### src/rtl/rr_arb_pkg.sv
// Shared constants for the round-robin request frontend.
//   RR_N     : default number of requesting channels
//   RR_W     : default payload width
//   RR_DEPTH : default per-channel queue depth (power of 2)
//   RR_ID_W  : width of a channel index for the default RR_N
package rr_arb_pkg;
   localparam int RR_N     = 4;
   localparam int RR_W     = 8;
   localparam int RR_DEPTH = 4;
   localparam int RR_ID_W  = $clog2(RR_N);
endpackage

### src/rtl/rr_req_fifo.sv
// Per-channel synchronous FIFO with occupancy count.
//   clk, rst_n : clock, async active-low reset (pointers and count cleared)
//   push       : write wr_data (caller guarantees !full)
//   pop        : drop head entry (caller guarantees !empty)
//   rd_data    : current head entry
//   count      : occupancy, 0..DEPTH
//   full/empty : occupancy flags
module rr_req_fifo
   import rr_arb_pkg::*;
#(
   parameter int W     = RR_W,
   parameter int DEPTH = RR_DEPTH
) (
   input  logic                       clk,
   input  logic                       rst_n,
   input  logic                       push,
   input  logic                       pop,
   input  logic [W-1:0]               wr_data,
   output logic [W-1:0]               rd_data,
   output logic [$clog2(DEPTH):0]     count,
   output logic                       full,
   output logic                       empty
);
   localparam int PW = $clog2(DEPTH);
   localparam int CW = PW + 1;

   logic [W-1:0]  mem_q [DEPTH];
   logic [PW-1:0] wr_ptr_q, wr_ptr_d;
   logic [PW-1:0] rd_ptr_q, rd_ptr_d;
   logic [CW-1:0] count_q, count_d;

   // DEPTH is a power of 2, so pointer overflow is the modulo wrap.
   always_comb begin
      wr_ptr_d = push ? wr_ptr_q + PW'(1) : wr_ptr_q;
      rd_ptr_d = pop  ? rd_ptr_q + PW'(1) : rd_ptr_q;
      count_d  = count_q;
      case ({push, pop})
         2'b10:   count_d = count_q + CW'(1);
         2'b01:   count_d = count_q - CW'(1);
         default: count_d = count_q;
      endcase
   end

   always_ff @(posedge clk or negedge rst_n) begin
      if (!rst_n) begin
         wr_ptr_q <= '0;
         rd_ptr_q <= '0;
         count_q  <= '0;
      end else begin
         wr_ptr_q <= wr_ptr_d;
         rd_ptr_q <= rd_ptr_d;
         count_q  <= count_d;
      end
   end

   // Storage needs no reset: contents are only visible through count.
   always_ff @(posedge clk) begin
      if (push) mem_q[wr_ptr_q] <= wr_data;
   end

   assign rd_data = mem_q[rd_ptr_q];
   assign count   = count_q;
   assign full    = (count_q == CW'(DEPTH));
   assign empty   = (count_q == '0);
endmodule

### src/rtl/rr_req_frontend.sv
// Request frontend for an external round-robin arbiter.
// Each channel buffers producer payloads in its own FIFO and raises req
// while non-empty and the output register can take a payload. The arbiter
// answers with a combinational grant; a legal grant pops the channel head
// into the output register at the same edge.
//   clk, rst_n      : clock, async active-low reset
//   in_valid/in_data/in_ready : per-channel producer handshake (N x W data)
//   req/grant       : arbiter request/grant vectors
//   out_valid/out_data/out_id/out_ready : registered consumer handshake
//   err_grant       : one-cycle pulse after an illegal grant
module rr_req_frontend
   import rr_arb_pkg::*;
#(
   parameter int N     = RR_N,
   parameter int W     = RR_W,
   parameter int DEPTH = RR_DEPTH
) (
   input  logic                  clk,
   input  logic                  rst_n,
   input  logic [N-1:0]          in_valid,
   input  logic [N*W-1:0]        in_data,
   output logic [N-1:0]          in_ready,
   output logic [N-1:0]          req,
   input  logic [N-1:0]          grant,
   output logic                  out_valid,
   output logic [W-1:0]          out_data,
   output logic [$clog2(N)-1:0]  out_id,
   input  logic                  out_ready,
   output logic                  err_grant
);
   localparam int IW = $clog2(N);
   localparam int CW = $clog2(DEPTH) + 1;

   logic [N-1:0]  fifo_full, fifo_empty, push, pop;
   logic [W-1:0]  head [N];
   logic [CW-1:0] fifo_count [N];

   logic          accept, grant_legal;
   logic          out_valid_q, out_valid_d;
   logic [W-1:0]  out_data_q,  out_data_d;
   logic [IW-1:0] out_id_q,    out_id_d;
   logic          err_grant_q, err_grant_d;

   for (genvar g = 0; g < N; g++) begin : g_ch
      rr_req_fifo #(.W(W), .DEPTH(DEPTH)) u_fifo (
         .clk     (clk),
         .rst_n   (rst_n),
         .push    (push[g]),
         .pop     (pop[g]),
         .wr_data (in_data[g*W +: W]),
         .rd_data (head[g]),
         .count   (fifo_count[g]),
         .full    (fifo_full[g]),
         .empty   (fifo_empty[g])
      );

      a_count_range: assert property (@(posedge clk) disable iff (!rst_n)
         fifo_count[g] <= CW'(DEPTH));
   end

   assign accept   = !out_valid_q || out_ready;
   assign req      = ~fifo_empty & {N{accept}};
   assign in_ready = ~fifo_full;
   assign push     = in_valid & in_ready;

   // With accept low req is all zero, so any grant then fails the subset test.
   assign grant_legal = $onehot(grant) && ((grant & ~req) == '0);
   assign pop         = grant_legal ? grant : '0;

   always_comb begin
      out_valid_d = out_valid_q;
      out_data_d  = out_data_q;
      out_id_d    = out_id_q;
      err_grant_d = (grant != '0) && !grant_legal;
      if (grant_legal) begin
         out_valid_d = 1'b1;
         for (int i = 0; i < N; i++) begin
            if (grant[i]) begin
               out_data_d = head[i];
               out_id_d   = IW'(i);
            end
         end
      end else if (accept) begin
         out_valid_d = 1'b0;
      end
   end

   always_ff @(posedge clk or negedge rst_n) begin
      if (!rst_n) begin
         out_valid_q <= 1'b0;
         out_data_q  <= '0;
         out_id_q    <= '0;
         err_grant_q <= 1'b0;
      end else begin
         out_valid_q <= out_valid_d;
         out_data_q  <= out_data_d;
         out_id_q    <= out_id_d;
         err_grant_q <= err_grant_d;
      end
   end

   assign out_valid = out_valid_q;
   assign out_data  = out_data_q;
   assign out_id    = out_id_q;
   assign err_grant = err_grant_q;

   // A multi-hot grant is tolerated (dropped) but must always be flagged.
   a_grant_onehot0: assert property (@(posedge clk) disable iff (!rst_n)
      !$onehot0(grant) |=> err_grant_q);
endmodule

### config.mk
export PLATFORM = sky130hd
export DESIGN_NAME = rr_req_frontend
export DESIGN_NICKNAME = d
export VERILOG_FILES = /design/src/rtl/rr_arb_pkg.sv /design/src/rtl/rr_req_fifo.sv /design/src/rtl/rr_req_frontend.sv
export SDC_FILE = /design/constraint.sdc
export NUM_CORES = 1
export LEC_CHECK = 0
export CAP_MARGIN = 25
export CORE_ASPECT_RATIO = 0.5
export CORE_UTILIZATION = 58
export CTS_BUF_LIST = sky130_fd_sc_hd__clkbuf_4
export CTS_CLUSTER_DIAMETER = 30
export DETAILED_ROUTE_END_ITERATION = 16
export PLACE_DENSITY_LB_ADDON = 0.15
export SLEW_MARGIN = 30
export SYNTH_ARGS = -nofsm -noshare
export SYNTH_HDL_FRONTEND = slang
export SYNTH_SLANG_ARGS = --single-unit
### constraint.sdc
create_clock -name clk -period 2.9 [get_ports clk]
set_input_delay 0.435 -clock clk [delete_from_list [all_inputs] [get_ports clk]]
set_output_delay 0.435 -clock clk [all_outputs]
set_load 0.02 [all_outputs]
==> reports/qor.json <==
{
  "worstSetupEndpointType": "flip-flop",
  "worst-slew-pin-transition_ns": 0.757,
  "final_nets": 639,
  "start_kind": "input port",
  "routed-via-count": 4106,
  "period_share_pct": 110,
  "drive_above_1_share_pct": 17.9,
  "vias_in_the_first_global_route": 4077,
  "grt.busiest_layer": "met2",
  "clockBufferDepth": 2,
  "power_density_mw_per_mm2": 894,
  "synthToLayoutAreaGrowth_pct": 18.4,
  "timing.critical_path.required_ns": 3.40,
  "total_leakage_power_uw": 0.00334,
  "peakVddDrop_mv": 0.429,
  "synth_ff_type": "edfxtp_1",
  "synth-seq-area-share_pct": 66.4,
  "timing.hold.ws_ns": 0.350,
  "dp_hpwl_um": 10100,
  "viasPerCell": 5.50,
  "antenna_found_initial": 0,
  "cts.sinks": 168,
  "finalHoldViolations": 0,
  "finClkSkew_ns": 0.0260,
  "timing.rr.start": "g_ch[1].u_fifo.count[0]",
  "finalSetupViolCount": 8,
  "gp_routability_congestion": 0.856,
  "crit_path_top_delay_cell": "fa_1",
  "synth.cell_area_mm2": 0.00729,
  "cts-root-buf": "clkbuf_4",
  "worstHoldStart": "grant[1]",
  "port_bufs": 62,
  "synth.ff_latch_count": 168,
  "synth_top_cell_by_area": "edfxtp_1",
  "min_period_ns": 3.19,
  "worst_slack_ns": -0.291,
  "dieWidth_um": 161,
  "drt_pass1_iterations": 5,
  "finalWirelength_um": 14100,
  "maximum_fanout_along_the_worst_path": 4,
  "hold_path.class": "in2reg",
  "grt.total_usage_pct": 23.4,
  "synth.area.top_cells": "edfxtp_1 (53%), dfrtp_1 (14%), mux2i_1 (7.1%)",
  "drtIter0Drc": 293,
  "rsz_0062_raised_after_global_routing": "yes",
  "congestion_overflow_gr": 0,
  "initial_utilization_pct": 60.7,
  "grtUsageMet3_pct": 5.77,
  "gr-usage-met1_pct": 33.6,
  "syn_nets": 544,
  "insertedDiodeCount": 0,
  "syn_area_per_cell_um2": 15.4,
  "status": "complete, but fails checks",
  "grt_pass1_wl_um": 22000,
  "worst-setup-path-type": "in2reg",
  "critical_path.cell_chain": "buf_8 -> inv_4 -> fa_1 -> inv_2 -> ha_4 -> ha_4 -> or3b_1 -> or4_4 -> buf_12 -> nor3_4 -> ha_2 -> inv_2 -> fa_2 -> xor2_1 -> nor2_1 -> xor2_1",
  "maxCapViolCount": 0,
  "post_synth_inst_count": 473,
  "floorplan.rows": 28,
  "tritoncts_clock_tree": "done",
  "design.core.area_mm2": 0.0120,
  "failed_checks": "setup timing",
  "max_freq_mhz": 313,
  "maximum_number_of_pins_on_one_net_before_global_route_repair": 41,
  "globalRouteMet2Util_pct": 35.9,
  "clkTransAtPathRegs_ns": 0.15,
  "clk_latency_ns": 0.55,
  "yosysUniqueCellTypes": 43,
  "synth-warning-count": 0,
  "die_height_um": 81.3,
  "dieArea_mm2": 0.0131,
  "setup-tns-final_ns": -1.25,
  "critical-path-max-stage-delay_ns": 0.54,
  "synthArstFlopShare_pct": 23.8,
  "crit_path_start": "grant[0]",
  "drc_errors": 0,
  "total_i_o_pin_count": 63,
  "drt.antenna.violating_nets": 0,
  "timing.critical_path.arrival_ns": 3.69,
  "slew-limit-headroom_pct": 49.5,
  "num-fill-cells": 808,
  "final_max_slew_viol_count": 0,
  "post-route-util_pct": 71.9,
  "cts_htree_levels": 4,
  "number_of_synthesized_flops_with_an_enable_pin": 128,
  "number_of_cts_inserted_buffers": 17,
  "drt-wirelength-per-cell_um": 18.9,
  "yosysTopAreaCellShare_pct": 52.7
}
-- kinds of logic after synthesis --
family                     Yosys count  synth area share, %
DFF                                168                 66.4
and+or+nand+nor                     85                 7.46
muxes                               64                 10.2
AOI/OAI and AO/OA                   55                 4.75
buffers and inverters               49                 2.92
adders and majority gates           28                 5.32
xor gates and xnor gates            24                 2.88
-- path summary, 6_finish.rpt --
kind                                                   end  slack (ns)  depth (start not counted)
worst max-delay path               g_ch[1].u_fifo.count[2]       -0.29                         16
worst min-delay path                             out_id[0]        0.35                          4
worst max register to register     g_ch[1].u_fifo.count[2]        0.33                         10
worst min register to register  g_ch[1].u_fifo.rd_ptr_q[1]        0.49                          1
max in group asynchronous       g_ch[2].u_fifo.rd_ptr_q[1]        2.08                          2
min in group asynchronous          g_ch[3].u_fifo.count[2]        0.40                          2
-- where the power goes --
part / leakage, uW / switching [uW] / total (uW) / internal, uW
Combinational: 0.00155 / 1380 / 2640 / 1260
Sequential: 0.00165 / 470 / 3740 / 3270
Clock: 0.000148 / 817 / 1330 / 516
Total: 0.00334 / 2670 / 7720 / 5050
-- critical path: cells and delay by family --
family / cells / cell delay, ns
buffers and inverters: 5 / 0.38
xor gates and xnor gates: 2 / 0.30
adders and majority gates: 5 / 1.48
and+or+nand+nor: 4 / 1.09
-- cell type report --
| class | instances | area [um2] | area share (%) |
|---|---|---|---|
| Inverter | 30 | 120 | 1.39 |
| Clock buffer | 17 | 128 | 1.48 |
| Clock inverter | 15 | 150 | 1.74 |
| Multi-Input combinational cell | 256 | 2290 | 26.6 |
| Tap cell | 165 | 206 | 2.39 |
| Sequential cell | 168 | 4840 | 56.1 |
| Timing Repair Buffer | 95 | 892 | 10.3 |
-- synthesized netlist by cell type, types with 3 or more instances --
master    count
nand2b_1      9
o22ai_1      16
and3_1       16
or3b_1        3
ha_1         23
dfrtp_1      40
and2_1        4
edfxtp_1    128
nor3_4        4
nor3_2        4
mux4_2        8
nor2_1       19
xnor2_1       8
buf_2         5
o21ai_0       8
inv_1        29
nor3_1        4
clkbuf_1     10
nand3_1       4
mux2_1        4
o21ai_1      18
o41ai_1       8
mux2i_1      52
nor4b_1       4
fa_1          5
xor2_1       16
nand2_1       5
-- what timing repair did --
item / in CTS / in global routing
pin swaps: 17 / 17
gates cloned: 0 / 0
hold buffers: 1 / 0
setup buffers: 4 / 2
hold endpoints to repair: 40 / 0
resized for setup: 25 / 8
setup endpoints to repair: 24 / 11
-- registers in the layout, indices dropped and copies added (netlist names) --
name	count
g_ch.u_fifo.mem_q	128
g_ch.u_fifo.count	12
g_ch.u_fifo.rd_ptr_q	8
g_ch.u_fifo.wr_ptr_q	8
out_data	8
out_id	2
err_grant	1
out_valid	1
-- metal layers --
layer / vias to the layer above / part of all wire, %
li1: 1956 / -
met1: 2032 / 47
met2: 107 / 45
met3: 11 / 6.9
met4: 0 / 0.79
met5: - / 0
-- cells in the final DEF, fill, tap and decap left out, drive strengths merged, types with 3 or more instances in the layout --
cell and count:
edfxtp 128, clkdlybuf4s50 58, mux2i 52, dfrtp 40, buf 36, inv 35, o21ai 26, ha 23
nor2 19, clkbuf 17, and3 16, o22ai 16, xor2 16, nor3 12, nand2b 9, mux4 8
o41ai 8, xnor2 8, clkinv 6, nand2 5, fa 5, nor4b 4, nand3 4, and2 4
mux2 4, or3b 3
-- per-stage QoR --
stage          instances  total power [uW]  setup slack, ns  area [um2]
2_1_floorplan        473              5470           -0.761        7330
3_3_place_gp         707              6310            -1.21        8240
3_5_place_dp         707              6400            -1.28        8240
4_1_cts              744              7730           -0.393        8580
5_1_grt              746              8180           -0.341        8630
6_report             746              7720           -0.291        8630
Note: power is estimated with default switching activity, not from simulation.
